File: src/rtl/axi_arb_pkg.sv
// Shared types and AXI encodings for the two-requester AXI read arbiter.
package axi_arb_pkg;

  // Sequencer states: arbitrate, present AR, steer R beats
  typedef enum logic [1:0] {
    IDLE = 2'd0,
    ADDR = 2'd1,
    DATA = 2'd2
  } arb_state_t;

  localparam logic [2:0] AXI_SIZE_8B    = 3'd3;
  localparam logic [1:0] AXI_BURST_WRAP = 2'b10;
  localparam logic [1:0] AXI_BURST_INCR = 2'b01;

  // Increment an 8-bit beat counter, holding at 255 instead of wrapping
  function automatic logic [7:0] sat_inc8(input logic [7:0] v);
    return (v == 8'hFF) ? v : (v + 8'd1);
  endfunction

endpackage

File: src/rtl/rr_arb2.sv
// Two-way round-robin grant. Purely combinational; the parent holds last_grant.
module rr_arb2 (
  input  logic [1:0] i_req,
  input  logic       i_last_grant,
  output logic       o_valid,
  output logic       o_grant
);

  // Sole requester wins; on a tie the requester not served last wins
  always_comb begin
    o_valid = |i_req;
    case (i_req)
      2'b01:   o_grant = 1'b0;
      2'b10:   o_grant = 1'b1;
      2'b11:   o_grant = ~i_last_grant;
      default: o_grant = 1'b0;
    endcase
  end

endmodule

File: src/rtl/axi_read_arbiter.sv
// Arbitrates fetch (port 0) and load (port 1) burst reads onto one AXI AR/R
// channel pair, one burst outstanding at a time, and steers R beats back to
// the granted requester. Flags length and ID anomalies as sticky errors.
module axi_read_arbiter
  import axi_arb_pkg::*;
#(
  parameter int ID_WIDTH   = 13,
  parameter int ADDR_WIDTH = 64,
  parameter int DATA_WIDTH = 64
) (
  input  logic                       clk,
  input  logic                       reset,
  input  logic [1:0]                 req_valid,
  input  logic [1:0][ADDR_WIDTH-1:0] req_addr,
  input  logic [1:0][7:0]            req_len,
  output logic [1:0]                 req_ready,
  output logic [1:0]                 rsp_valid,
  output logic [1:0][DATA_WIDTH-1:0] rsp_data,
  output logic [1:0]                 rsp_last,
  output logic [1:0][1:0]            rsp_resp,
  input  logic [1:0]                 rsp_ready,
  output logic [ID_WIDTH-1:0]        m_axi_arid,
  output logic [ADDR_WIDTH-1:0]      m_axi_araddr,
  output logic [7:0]                 m_axi_arlen,
  output logic [2:0]                 m_axi_arsize,
  output logic [1:0]                 m_axi_arburst,
  output logic                       m_axi_arvalid,
  input  logic                       m_axi_arready,
  input  logic [ID_WIDTH-1:0]        m_axi_rid,
  input  logic [DATA_WIDTH-1:0]      m_axi_rdata,
  input  logic [1:0]                 m_axi_rresp,
  input  logic                       m_axi_rlast,
  input  logic                       m_axi_rvalid,
  output logic                       m_axi_rready,
  output logic                       err_len,
  output logic                       err_id
);

  arb_state_t            r_state;
  arb_state_t            w_next_state;
  logic                  r_grant;
  logic                  r_last_grant;
  logic [ADDR_WIDTH-1:0] r_addr;
  logic [7:0]            r_len;
  logic                  r_arvalid;
  logic [7:0]            r_beat_cnt;
  logic                  r_err_len;
  logic                  r_err_id;

  logic                  w_arb_valid;
  logic                  w_arb_grant;
  logic [ID_WIDTH-1:0]   w_grant_id;
  logic                  w_id_match;
  logic                  w_ar_hs;
  logic                  w_r_hs;
  logic                  w_good_hs;
  logic                  w_bad_hs;
  logic                  w_orphan_hs;

  rr_arb2 u_rr_arb2 (
    .i_req        (req_valid),
    .i_last_grant (r_last_grant),
    .o_valid      (w_arb_valid),
    .o_grant      (w_arb_grant)
  );

  assign w_grant_id  = {{(ID_WIDTH-1){1'b0}}, r_grant};
  assign w_id_match  = (m_axi_rid == w_grant_id);
  assign w_ar_hs     = r_arvalid && m_axi_arready;
  assign w_r_hs      = m_axi_rvalid && m_axi_rready;
  assign w_good_hs   = (r_state == DATA) && w_id_match && w_r_hs;
  assign w_bad_hs    = (r_state == DATA) && !w_id_match && w_r_hs;
  assign w_orphan_hs = (r_state == IDLE) && w_r_hs;

  assign m_axi_arid    = w_grant_id;
  assign m_axi_araddr  = r_addr;
  assign m_axi_arlen   = r_len;
  assign m_axi_arsize  = AXI_SIZE_8B;
  assign m_axi_arburst = AXI_BURST_WRAP;
  assign m_axi_arvalid = r_arvalid;
  assign err_len       = r_err_len;
  assign err_id        = r_err_id;

  // Beat payload is broadcast; only the granted port's rsp_valid qualifies it
  assign rsp_data[0] = m_axi_rdata;
  assign rsp_data[1] = m_axi_rdata;
  assign rsp_last    = {2{m_axi_rlast}};
  assign rsp_resp[0] = m_axi_rresp;
  assign rsp_resp[1] = m_axi_rresp;

  // State register
  always_ff @(posedge clk) begin
    if (!reset) begin
      r_state <= IDLE;
    end else begin
      r_state <= w_next_state;
    end
  end

  // Next-state: accept a request, wait for AR handshake, run until rlast
  always_comb begin
    w_next_state = r_state;
    case (r_state)
      IDLE: begin
        if (w_arb_valid) w_next_state = ADDR;
        else             w_next_state = IDLE;
      end
      ADDR: begin
        if (w_ar_hs) w_next_state = DATA;
        else         w_next_state = ADDR;
      end
      DATA: begin
        if (w_good_hs && m_axi_rlast) w_next_state = IDLE;
        else                          w_next_state = DATA;
      end
      default: w_next_state = IDLE;
    endcase
  end

  // Handshake outputs: request accept in IDLE, R steering in DATA
  always_comb begin
    req_ready    = 2'b00;
    rsp_valid    = 2'b00;
    m_axi_rready = 1'b0;
    case (r_state)
      IDLE: begin
        if (w_arb_valid) req_ready[w_arb_grant] = 1'b1;
        else             req_ready = 2'b00;
        // Swallow stray beats left over from a dropped burst
        m_axi_rready = m_axi_rvalid;
      end
      ADDR: begin
        m_axi_rready = 1'b0;
      end
      DATA: begin
        if (w_id_match) begin
          rsp_valid[r_grant] = m_axi_rvalid;
          m_axi_rready       = rsp_ready[r_grant];
        end else begin
          m_axi_rready = 1'b1;
        end
      end
      default: begin
        m_axi_rready = 1'b0;
      end
    endcase
  end

  // Burst context, AR valid, beat counter, round-robin history and errors
  always_ff @(posedge clk) begin
    if (!reset) begin
      r_grant      <= 1'b0;
      r_last_grant <= 1'b1;
      r_addr       <= '0;
      r_len        <= 8'd0;
      r_arvalid    <= 1'b0;
      r_beat_cnt   <= 8'd0;
      r_err_len    <= 1'b0;
      r_err_id     <= 1'b0;
    end else begin
      if ((r_state == IDLE) && w_arb_valid) begin
        r_grant <= w_arb_grant;
        r_addr  <= req_addr[w_arb_grant];
        r_len   <= req_len[w_arb_grant];
      end
      r_arvalid <= (w_next_state == ADDR);
      if (w_ar_hs) begin
        r_beat_cnt <= 8'd0;
      end else if (w_good_hs) begin
        r_beat_cnt <= sat_inc8(r_beat_cnt);
      end
      if (w_good_hs && m_axi_rlast) begin
        r_last_grant <= r_grant;
        if (r_beat_cnt != r_len) r_err_len <= 1'b1;
      end
      if (w_bad_hs || w_orphan_hs) r_err_id <= 1'b1;
    end
  end

endmodule

File: config.mk
export PLATFORM = sky130hd
export DESIGN_NAME = axi_read_arbiter
export DESIGN_NICKNAME = d
export VERILOG_FILES = /design/src/rtl/axi_arb_pkg.sv /design/src/rtl/rr_arb2.sv /design/src/rtl/axi_read_arbiter.sv
export SDC_FILE = /design/constraint.sdc
export NUM_CORES = 1
export LEC_CHECK = 0
export BUFFER_PORTS_ARGS = -buffer_cell sky130_fd_sc_hd__clkbuf_2
export CORE_AREA = 2 2 183 185
export CTS_CLUSTER_DIAMETER = 150
export DETAILED_ROUTE_END_ITERATION = 6
export DIE_AREA = 0 0 185 187
export GPL_ROUTABILITY_DRIVEN = 0
export GPL_TIMING_DRIVEN = 0
export PLACE_DENSITY = 0.39
export RECOVER_POWER = 50
export SLEW_MARGIN = 5
export SYNTH_ARGS = -nofsm -noshare
export SYNTH_HDL_FRONTEND = slang
export SYNTH_SLANG_ARGS = --single-unit
File: constraint.sdc
create_clock -name clk -period 1.75 [get_ports clk]
set_input_delay 0.2625 -clock clk [delete_from_list [all_inputs] [get_ports clk]]
set_output_delay 0.2625 -clock clk [all_outputs]
set_load 0.005 [all_outputs]
After elaboration in Yosys (flattened, before gate mapping). Index checks and enable logic that the tools add are counted.

Mux-type cells: 21. Eq/ne operators: 8. $add $sub $neg: 1. Reductions and logical operators: 18. Bitwise gates (word level): 4. Order comparisons: 4.

Operator list (count): two-way mux 64 bit (2); two-way mux 8 bit (2); equality test 13 x 1 -> 1 bit (1); two-way mux 2 bit (6); logical AND 1 bit (11); adder 8 x 1 -> 8 bit (second input constant) (1); equality test 8 bit (second input constant) (1); != test 8 bit (1); equality test 2 bit (second input constant) (3); two-way mux 1 bit (6); case mux 2 bit (3 select lines) (1); equality test 2 x 1 -> 1 bit (second input constant) (2); < comparator 1 x 2 -> 1 bit (second input constant) (2); case mux 1 bit (2 select lines) (2); AND reduction 2 bit (2); OR reduction 2 bit (2); inverter 1 bit (3); bitwise AND 2 bit (1); demux 1 bit (select 1 bit) (2); greater-or-equal comparator 1 bit (second input constant) (2); zero test 2 bit (1); zero test 1 bit (1); logical OR 1 bit (1).

Input port bits: 232. Flip-flop bits (word level): 87. Logic and storage cells: 65.

Depth between registers and ports, before layout.
Word-level depth: 10. Depth in mapped cells: 7.

By module. From an unflattened synthesis, not the netlist that was laid out.

Cell total of the unflattened synthesis: 585. Area, all modules: 5357.6 um^2.

Modules (own cells, without submodules): axi_read_arbiter (area an instance 5343.9 um^2, cells an instance 583, times used 1); rr_arb2 (area an instance 13.8 um^2, cells an instance 2, times used 1).

Worst setup path before layout. Ideal clock, no wire load.

Path kind: reg-to-reg. From: register r_beat_cnt[0]. To: register r_beat_cnt[2]. Required time: 1.679 ns. Clock period less this slack: 1.581 ns. Stages on the path, launching flop included: 7. Buffers on the path: 1. Arrival time: 1.510 ns. Path slack: 0.169 ns. Cells stage by stage: dfxtp_1 -> ha_1 -> nand3_1 -> o2111ai_4 -> buf_6 -> or4_1 -> a21oi_1.

Cells in the longest elaborated chain, start to end: 3. Elaborated cells between the ends (all ways): 4.

Ends and longest elaborated chain: start: declaration (RTL line axi_read_arbiter.sv:46) `logic [7:0] r_beat_cnt;`; start signal: assignment (RTL line axi_read_arbiter.sv:170) `r_beat_cnt <= sat_inc8(r_beat_cnt);`; branches (longest 3 deep; another with adder 8 x 1 -> 8 bit).

Parallel ways; which one is timed is not known. A chain may end at the register's enable or synchronous reset.

Worst setup path in the final report.
From: register r_grant. To: output port m_axi_rready.

Cells in the longest elaborated chain, start to end: 4. Elaborated cells between the ends (all ways): 5.

Ends and longest elaborated chain: start: declaration (RTL line axi_read_arbiter.sv:41) `logic r_grant;`; start signal: assignment (RTL line axi_read_arbiter.sv:162) `r_grant <= w_arb_grant;`; branches (longest 2 deep; another with equality test 13 x 1 -> 1 bit); two-way mux 1 bit (*) (RTL line axi_read_arbiter.sv:136) `if (w_id_match) begin`; case mux 1 bit (2 select lines) (*) (RTL line axi_read_arbiter.sv:125) `case (r_state)`; end: declaration (RTL line axi_read_arbiter.sv:34) `output logic m_axi_rready,`.

Every way passes the cells marked *. The select of a mux whose other input is x is not followed.

==> qor.csv <==
metric,value,unit
power.total,6.103,mW
place_ws,-0.5358,ns
antenna_found_initial,3,
num_rows,67,
syn-cell-area,0.005035,sq mm
maxSlewViolCount,0,
drc,0,
min_period_over_period,1.053,
holdBufCountCts,0,
rr_endpoint,r_beat_cnt[5]$_SDFFE_PP0P_,
power_leakage,3.997,nW
antenna_cells,0,
nFillCells,3716,
dr.pass1.iters,7,
rsz0062_at_grt,true,
routed_via_density,3.817,
via_count,5355,
ff2ff_path_depth,6,
start_util,0.1532,
synthMuxAreaShare,0.05666,
min_to,r_state[1]$_SDFF_PN0_,
post_dp_cell_area,0.007548,sq mm
synthAdderAreaFrac,0.002485,
numCtsBuffers,9,
path_clk_slew,0.07,ns
drt_wl_total,23860,um
min_from,m_axi_arready,
synthArstFlopShare,0,
synth_area_per_cell,9.376,sq um
violations,setup timing,
crit_arrival,1.58,ns
dieWidth,185,um
port_buffers,379,
synth_top_family_by_area,buffers and inverters,
tns,-0.1778,ns
synth_seq_cells,87,
clkLatencyLatePin,0.36,ns
grt_pass1_vias,5162,
yosys_warnings,0,
clockBufferDepth,2,
synth_compound_area_frac,0.1854,
final_common_cell,clkbuf_2,
die_h,187,um
fin_crit,1.842,ns
wl_per_cell,17.01,um
syn_inst,537,
r2r_slack,0.05,ns
final_area,0.008014,sq mm
synth_edf_count,0,
ys_seq_area_frac,0.3459,
synth-xor-area-share,0.01566,
final_util,0.2439,
final_layout_size_suffix_gt1_frac,0.5372,
drtAntennaViolNets,0,
cts_tree,built,
area_growth,59.17,%
tightest_slew,0.7271,ns
slew_headroom,0.5153,
p_per_area,761.5,mW/mm^2
critPathLaunchType,register,
grt_usage,0.1316,
grt_max_degree,16,
hp-class,in -> reg,
cp_max_fo,5,
synth_ff_type,dfxtp_1,
cts_max_level,3,
grt_pass1_wl,33170,um
rr_startpoint,r_grant$_SDFFE_PN0P_,
root_buffer,clkbuf_16,
dieArea,0.03460,sq mm
min_path_cells,3,
setup_viol,3,
vdd_drop_max,0.5393,mV
skew,0.008317,ns
ios,464,
final_cell_mix,"clkbuf_2 (289), buf_4 (119), clkbuf_1 (107), dfxtp_1 (81), nor2b_1 (48)",
maxCapViolations,0,
core-area,0.03286,sq mm
nNetsFinal,1183,
yosys.area_share.simple,0.1325,
finalHoldViolations,0,
cts.sinks,87,
required,1.49,ns
critical_path_class,reg -> out,
gr-total-overflow,0,
synth.distinct_cells,41,
worst_slack,-0.09216,ns
max_freq,542.8,MHz
endpoint_kind,output pin,
dp_hpwl,19420,um
status,"finished, violations left",
first_iter_violations,364,
-- sequential cells by signal, summed over array words and instances, names as in the netlist --
register	count
r_last_grant	1
m_axi_araddr	64
r_state	2
err_id	1
r_beat_cnt	8
m_axi_arlen	8
err_len	1
m_axi_arvalid	1
r_grant	1
-- power by group --
part           internal, mW  switching (mW)  total [mW]
Combinational         0.845           0.729        1.57
Clock                  1.31           0.949        2.26
Sequential             2.15           0.116        2.27
Total                  4.31            1.79        6.10
-- cells in the mapped netlist (all sizes together), types with 2 or more instances --
master,n,share of area
nand4,5,0.0062
nor4,6,0.011
o211a,26,0.052
a21oi,9,0.0089
nor2,3,0.0022
inv,2,0.0015
dfxtp,87,0.35
a222oi,46,0.091
a211oi,2,0.0030
and2,3,0.0037
nand2b,3,0.0037
o31ai,5,0.0075
o21ai,5,0.0050
o21a,3,0.0045
conb,2,0.0015
xor2,8,0.014
nor2b,48,0.060
or4,5,0.0075
a21boi,4,0.0060
nor3,3,0.0030
nand2,31,0.023
buf,166,0.24
nand3,5,0.0050
mux2i,27,0.054
clkbuf,23,0.017
-- per-stage QoR --
step                      instances  hold WS [ns]
after global routing           1403        0.1666
after global placement         1379        0.4507
after CTS                      1403        0.1462
after detailed placement       1379        0.4623
final                          1403        0.1678
after floorplan                 552        0.4209
-- critical path, stage by stage (launching register included) --
cell and delay (ns):
dfxtp_4 0.36, xnor2_2 0.13, nand4_1 0.15, buf_6 0.13, buf_8 0.11, nor2_4 0.03
a211oi_2 0.17, clkbuf_2 0.15
-- area by class of cell --
cell class                      count  area, sq um  area share
Multi-Input combinational cell    274         2132      0.2660
Timing Repair Buffer              389         1852      0.2311
Sequential cell                    87         1754      0.2189
Buffer                            187         1379      0.1721
Tap cell                          448        560.5     0.06995
Clock buffer                       11        242.7     0.03029
Clock inverter                      5        86.33     0.01077
Inverter                            2        7.507   0.0009368
-- worst max-delay path by stage --
| stage | startpoint | endpoint | depth (start not counted) |
|---|---|---|---|
| after global routing | r_grant$_SDFFE_PN0P_ | m_axi_rready | 7 |
| after global placement | r_state[1]$_SDFF_PN0_ | m_axi_arlen[3]$_SDFFE_PN0P_ | 6 |
| final | r_grant$_SDFFE_PN0P_ | m_axi_rready | 7 |
| after floorplan | r_beat_cnt[0]$_SDFFE_PP0P_ | r_beat_cnt[2]$_SDFFE_PP0P_ | 6 |
| after CTS | r_grant$_SDFFE_PN0P_ | m_axi_rready | 7 |
| after detailed placement | r_state[1]$_SDFF_PN0_ | m_axi_arlen[3]$_SDFFE_PN0P_ | 6 |
-- cells by family (layout without fill, tap and decap cells) --
group,Yosys count,count (layout)
AO/OA/AOI/OAI,102,102
XOR/XNOR,9,9
adder cells (fa/ha/maj),1,1
buffers and inverters,191,594
flip-flops,87,87
multiplexers,28,28
other,2,17
AND/OR/NAND/NOR,117,117
-- layer usage --
metal / GRT usage / vias up / share of wire
li1: - / 2600 / -
met1: 0.1418 / 2455 / 0.37
met2: 0.2434 / 275 / 0.51
met3: 0.04556 / 19 / 0.096
met4: 0.03144 / 6 / 0.013
met5: 0 / - / 0.0018
-- timing repair --
item,CTS,global route
endpoints found under the setup margin,84,42
cloned,0,1
pin swaps,6,6
setup buffers,8,1
gates resized for setup,49,27
(Power assumes the default switching activity.)
